### src/rtl/time_pkg.sv
// Shared constants and types for the time-of-day counter: BCD digit width,
// field limits and the two-digit BCD pair used by every counter stage.
package time_pkg;

  localparam int DIGIT_W   = 4;
  localparam int SEC_MAX   = 59;
  localparam int MIN_MAX   = 59;
  localparam int HR_MAX_24 = 23;
  localparam int HR_MAX_12 = 12;

  typedef struct packed {
    logic [DIGIT_W-1:0] tens;
    logic [DIGIT_W-1:0] ones;
  } bcd_pair_t;

  function automatic bcd_pair_t to_bcd(input int unsigned val);
    bcd_pair_t p;
    p.tens = DIGIT_W'(val / 10);
    p.ones = DIGIT_W'(val % 10);
    return p;
  endfunction

endpackage

### src/rtl/bcd_mod_counter.sv
// Two-digit BCD counter running MIN_VAL..MAX_VAL (modulus MAX_VAL-MIN_VAL+1).
// at_max is the carry condition: the next inc wraps back to MIN_VAL.
module bcd_mod_counter
  import time_pkg::*;
#(
  parameter int MIN_VAL = 0,
  parameter int MAX_VAL = 59,
  parameter int RST_VAL = 0
) (
  input  logic      clk,
  input  logic      rst_n,
  input  logic      inc,
  input  logic      clr,
  output bcd_pair_t value,
  output logic      at_max
);

  localparam bcd_pair_t MIN_BCD = to_bcd(MIN_VAL);
  localparam bcd_pair_t MAX_BCD = to_bcd(MAX_VAL);
  localparam bcd_pair_t RST_BCD = to_bcd(RST_VAL);

  bcd_pair_t cnt_q;
  bcd_pair_t cnt_d;

  assign at_max = (cnt_q == MAX_BCD);
  assign value  = cnt_q;

  // clr wins over inc so a held clear pins the value at MIN_VAL
  always_comb begin
    cnt_d = cnt_q;
    if (clr) begin
      cnt_d = MIN_BCD;
    end else if (inc) begin
      if (at_max) begin
        cnt_d = MIN_BCD;
      end else if (cnt_q.ones == DIGIT_W'(9)) begin
        cnt_d.ones = '0;
        cnt_d.tens = cnt_q.tens + DIGIT_W'(1);
      end else begin
        cnt_d.ones = cnt_q.ones + DIGIT_W'(1);
      end
    end
  end

  always_ff @(posedge clk or negedge rst_n) begin
    if (!rst_n) cnt_q <= RST_BCD;
    else        cnt_q <= cnt_d;
  end

endmodule

### src/rtl/time_keeper.sv
// HH:MM:SS BCD time-of-day keeper advanced by rising edges of a slow tick level.
// Define TWELVE_HOUR_EN for 12-hour display (12,01..11) with a pm output.
module time_keeper
  import time_pkg::*;
#(
  parameter int SYNC_STAGES = 2,
  parameter int RESET_HR    = 0,
  parameter int RESET_MIN   = 0
) (
  input  logic               clk,
  input  logic               rst_n,
  input  logic               tick_in,
  input  logic               run_en,
  input  logic               set_mode,
  input  logic               inc_min,
  input  logic               inc_hr,
  output logic [DIGIT_W-1:0] sec_ones,
  output logic [DIGIT_W-1:0] sec_tens,
  output logic [DIGIT_W-1:0] min_ones,
  output logic [DIGIT_W-1:0] min_tens,
  output logic [DIGIT_W-1:0] hr_ones,
  output logic [DIGIT_W-1:0] hr_tens,
  output logic               sec_pulse,
  output logic               day_pulse
`ifdef TWELVE_HOUR_EN
  ,
  output logic               pm
`endif
);

`ifdef TWELVE_HOUR_EN
  localparam int HR_MIN = 1;
  localparam int HR_TOP = HR_MAX_12;
  localparam int HR_RST = HR_MAX_12;
  localparam bcd_pair_t HR_ELEVEN = to_bcd(11);
`else
  localparam int HR_MIN = 0;
  localparam int HR_TOP = HR_MAX_24;
  localparam int HR_RST = RESET_HR;
`endif

  logic [SYNC_STAGES-1:0] sync_q;
  logic                   hist_q;
  logic                   tick;
  logic                   run_tick;
  logic                   sec_wrap;
  logic                   min_inc;
  logic                   hr_inc;
  logic                   roll;
  logic                   sec_at_max;
  logic                   min_at_max;
  logic                   hr_at_max;
  bcd_pair_t              sec_val;
  bcd_pair_t              min_val;
  bcd_pair_t              hr_val;

  always_ff @(posedge clk or negedge rst_n) begin
    if (!rst_n) begin
      sync_q <= '0;
      hist_q <= 1'b0;
    end else begin
      sync_q <= {sync_q[SYNC_STAGES-2:0], tick_in};
      hist_q <= sync_q[SYNC_STAGES-1];
    end
  end

  // The edge detector keeps running in set/pause so no stale tick is replayed later
  assign tick     = sync_q[SYNC_STAGES-1] & ~hist_q;
  assign run_tick = tick & run_en & ~set_mode;
  assign sec_wrap = run_tick & sec_at_max;
  assign min_inc  = sec_wrap | (set_mode & inc_min);
  // Hours use min_at_max, not a minute wrap, so set-mode minute wraps never carry
  assign hr_inc   = (sec_wrap & min_at_max) | (set_mode & inc_hr);

  bcd_mod_counter #(
    .MIN_VAL(0),
    .MAX_VAL(SEC_MAX),
    .RST_VAL(0)
  ) u_sec (
    .clk   (clk),
    .rst_n (rst_n),
    .inc   (run_tick),
    .clr   (set_mode),
    .value (sec_val),
    .at_max(sec_at_max)
  );

  bcd_mod_counter #(
    .MIN_VAL(0),
    .MAX_VAL(MIN_MAX),
    .RST_VAL(RESET_MIN)
  ) u_min (
    .clk   (clk),
    .rst_n (rst_n),
    .inc   (min_inc),
    .clr   (1'b0),
    .value (min_val),
    .at_max(min_at_max)
  );

  bcd_mod_counter #(
    .MIN_VAL(HR_MIN),
    .MAX_VAL(HR_TOP),
    .RST_VAL(HR_RST)
  ) u_hr (
    .clk   (clk),
    .rst_n (rst_n),
    .inc   (hr_inc),
    .clr   (1'b0),
    .value (hr_val),
    .at_max(hr_at_max)
  );

`ifdef TWELVE_HOUR_EN
  logic pm_q;

  // Any step from 11 to 12, counted or manual, flips AM/PM
  always_ff @(posedge clk or negedge rst_n) begin
    if (!rst_n)                          pm_q <= 1'b0;
    else if (hr_inc && hr_val == HR_ELEVEN) pm_q <= ~pm_q;
  end

  assign pm   = pm_q;
  assign roll = sec_wrap & min_at_max & (hr_val == HR_ELEVEN) & pm_q;
`else
  assign roll = sec_wrap & min_at_max & hr_at_max;
`endif

  always_ff @(posedge clk or negedge rst_n) begin
    if (!rst_n) begin
      sec_pulse <= 1'b0;
      day_pulse <= 1'b0;
    end else begin
      sec_pulse <= run_tick;
      day_pulse <= roll;
    end
  end

  assign sec_ones = sec_val.ones;
  assign sec_tens = sec_val.tens;
  assign min_ones = min_val.ones;
  assign min_tens = min_val.tens;
  assign hr_ones  = hr_val.ones;
  assign hr_tens  = hr_val.tens;

endmodule

### config.mk
export PLATFORM = sky130hd
export DESIGN_NAME = time_keeper
export DESIGN_NICKNAME = d
export VERILOG_FILES = /design/src/rtl/time_pkg.sv /design/src/rtl/bcd_mod_counter.sv /design/src/rtl/time_keeper.sv
export SDC_FILE = /design/constraint.sdc
export NUM_CORES = 1
export LEC_CHECK = 0
export CAP_MARGIN = 20
export CORE_UTILIZATION = 41
export DETAILED_ROUTE_END_ITERATION = 16
export DONT_BUFFER_PORTS = 1
export GPL_TIMING_DRIVEN = 0
export PLACE_DENSITY_LB_ADDON = 0.15
export SLEW_MARGIN = 20
export SYNTH_ARGS = -nofsm -noshare
export SYNTH_HDL_FRONTEND = slang
export SYNTH_SLANG_ARGS = --single-unit
### constraint.sdc
create_clock -name clk -period 4.9 [get_ports clk]
set_input_delay 0 -clock clk [delete_from_list [all_inputs] [get_ports clk]]
set_output_delay 0 -clock clk [all_outputs]
set_load 0.02 [all_outputs]
==> flow_metrics.env <==
export IMPL_status="complete, no violations"
export IMPL_seqPwrFrac_pct=54.4
export IMPL_switchingPower_uw=314
export IMPL_seq_area_sq_um=726
export IMPL_drv_cap=0
export IMPL_die_w_um=63.5
export IMPL_synth_area_leaders="dfrtp_1 47%, ha_1 9.7%, o21ai_0 3.2%"
export IMPL_grt_pass1_wl_mm=5.33
export IMPL_num_rows=21
export IMPL_leakagePower_uw=0.000845
export IMPL_max_freq_mhz=444
export IMPL_clkLatencyLatePin_ns=0.28
export IMPL_vias=1127
export IMPL_finalCriticalPeriod_ns=2.25
export IMPL_drive_above_1_share_pct=11.7
export IMPL_final_hold_viol_count=0
export IMPL_combPwrFrac_pct=20.8
export IMPL_avgSynthCellArea_sq_um=10.3
export IMPL_reg2reg_depth=7
export IMPL_diodes=0
export IMPL_skew_ns=0.00701
export IMPL_cp_arrival_ns=2.42
export IMPL_syn_area_sq_mm=0.00155
export IMPL_dr_pass1_iters=4
export IMPL_nNetsFinal=181
export IMPL_cp_max_fo=8
export IMPL_critPathKind="flip-flop to flip-flop"
export IMPL_placed_area_sq_mm=0.00161
export IMPL_max_slew_margin_pct=72.2
export IMPL_antenna_found_initial=0
export IMPL_overflow=0
export IMPL_fill_cells=337
export IMPL_p_sw_share_pct=39.5
export IMPL_post_cts_setup_buffer_count=0
export IMPL_synth_edf_count=0
export IMPL_syn_to_final_growth_pct=13.2
export IMPL_synthCells=150
export IMPL_clock_sinks=29
export IMPL_num_io_pins=33
export IMPL_holdPathStages=2
export IMPL_vdd_drop_max_v=0.000236
export IMPL_clkPwrFrac_pct=24.7
export IMPL_routed_wl_mm=3.04
export IMPL_vias_per_cell=5.42
export IMPL_ys_seq_area_share_pct=46.8
export IMPL_startpoint_type="flip-flop"
export IMPL_synth_warnings=0
export IMPL_ctsResizeCount=0
export IMPL_multi_input_area_sq_um=773
export IMPL_synth_seq_cells=29
export IMPL_p_int_uw=481
export IMPL_grt_pass1_vias=1165
export IMPL_finalSetupViolations=0
export IMPL_layout_common_cells="29 x dfrtp_1, 12 x nor2_1, 12 x ha_1"
export IMPL_antenna_left=0
export IMPL_dieArea_sq_mm=0.00403
export IMPL_avgRoutedWirePerCell_um=14.6
export IMPL_worst_r2r_setup_slack_ns=2.65
export IMPL_cts_tree="done"
export IMPL_die_h_um=63.5
export IMPL_grt_setup_unrepaired="no"
export IMPL_cts_hold_buf=5
export IMPL_finalMaxSlewViolations=0
export IMPL_grt_use_total_pct=17.4
export IMPL_netlist_area_leader_share_pct=46.8
export IMPL_gp_congestion=0.744
export IMPL_final_util_pct=50.6
export IMPL_port_buffers=0
export IMPL_end_kind="flip-flop"
export IMPL_synthArstFlopShare_pct=100
export IMPL_start_util_pct=44.7
export IMPL_period_share_pct=46.0
export IMPL_synth_top_area_cell="dfrtp_1"
export IMPL_grt_max_degree=30
export IMPL_hold_worst_slack_ns=0.0332
export IMPL_clk_pin_slew_ns=0.06
export IMPL_drc=0
export IMPL_cts_buffers=5
export IMPL_required_ns=5.07
export IMPL_clockBufferDepth=2
export IMPL_power_density_mw_per_mm2=453
export IMPL_cts_root_buf="clkbuf_8"
export IMPL_htreeDepth=2
export IMPL_stdcell_area_sq_mm=0.00175
export IMPL_fin_tns_setup_ns=0
export IMPL_ys_types=38
export IMPL_drtIter0Drc=76
export IMPL_hpwl_mm=2.13
export IMPL_core_area_sq_mm=0.00347
export IMPL_final_common_cell="dfrtp_1"
export IMPL_worst_pin_slew_ns=0.415
export IMPL_hold_class="input pin to flip-flop"
export IMPL_synthFlopType="dfrtp_1"
export IMPL_syn_num_nets=169
[state kept, by name, summed over array words and instances, names as in the netlist]
name,flops
day_pulse,1
hist_q,1
sec_pulse,1
sync_q,2
u_hr.value,8
u_min.value,8
u_sec.value,8
[synthesized netlist by cell type, types with 2 or more instances]
| cell | count |
|---|---|
| o41ai_1 | 3 |
| nand2_1 | 10 |
| o31ai_1 | 3 |
| o21ai_0 | 10 |
| and3b_1 | 3 |
| nor2_1 | 12 |
| a21oi_1 | 9 |
| mux2_2 | 2 |
| a21o_1 | 3 |
| and2_1 | 3 |
| buf_2 | 2 |
| ha_1 | 12 |
| inv_1 | 8 |
| or4_1 | 2 |
| nor3b_1 | 2 |
| nand3_1 | 8 |
| dfrtp_1 | 29 |
| nor3_1 | 9 |
[cells by family after synthesis]
group / Yosys count / synth area share [%]
xor gates and xnor gates: 1 / 0.565
buffers and inverters: 11 / 3.31
muxes: 3 / 2.10
and+or+nand+nor: 62 / 22.8
AOI/OAI and AO/OA: 32 / 14.8
adders and majority gates: 12 / 9.68
DFF: 29 / 46.8
[worst paths after layout]
path / startpoint / endpoint
min: set_mode / u_sec.value[7]
min in group asynchronous: rst_n / day_pulse
max reg2reg: u_sec.value[0] / u_hr.value[6]
max: u_sec.value[0] / u_hr.value[6]
max in group asynchronous: rst_n / u_sec.value[2]
min reg2reg: sync_q[0] / sync_q[1]
[final cells by class]
type | count | area share [%]
Buffer | 3 | 1.21
Clock buffer | 7 | 4.92
Inverter | 8 | 1.71
Multi-Input combinational cell | 110 | 44.1
Sequential cell | 29 | 41.4
Tap cell | 46 | 3.28
Timing Repair Buffer | 5 | 3.42
[through the flow]
stage | std cells | total power (uW) | worst slack (ns)
floorplan | 150 | 548 | 2.86
finish | 208 | 795 | 2.65
global route | 208 | 859 | 2.49
CTS | 208 | 807 | 2.64
global placement | 196 | 583 | 2.69
detailed placement | 196 | 595 | 2.63
[worst max-delay path, stage by stage, from the launching register on]
cell,delay [ns]
dfrtp_1,0.54
ha_1,0.26
and3b_2,0.23
and4b_1,0.22
buf_6,0.15
a31oi_2,0.15
nor3b_1,0.23
mux2_2,0.36
[layer usage]
metal  GRT usage [%]  wire length (um)
met5               0                 0
met4            9.38                59
met3            5.43               179
met2            27.5              1420
met1            20.9              1370
[power groups by stage]
stage | clock network, uW | logic, uW | registers [uW]
final | 197 | 166 | 432
after global routing | 215 | 196 | 449
after CTS | 204 | 168 | 434
after detailed placement | 0 | 157 | 439
after global placement | 0 | 147 | 437
after floorplan | 0 | 130 | 418
Note: power is estimated with default switching activity, not from simulation.
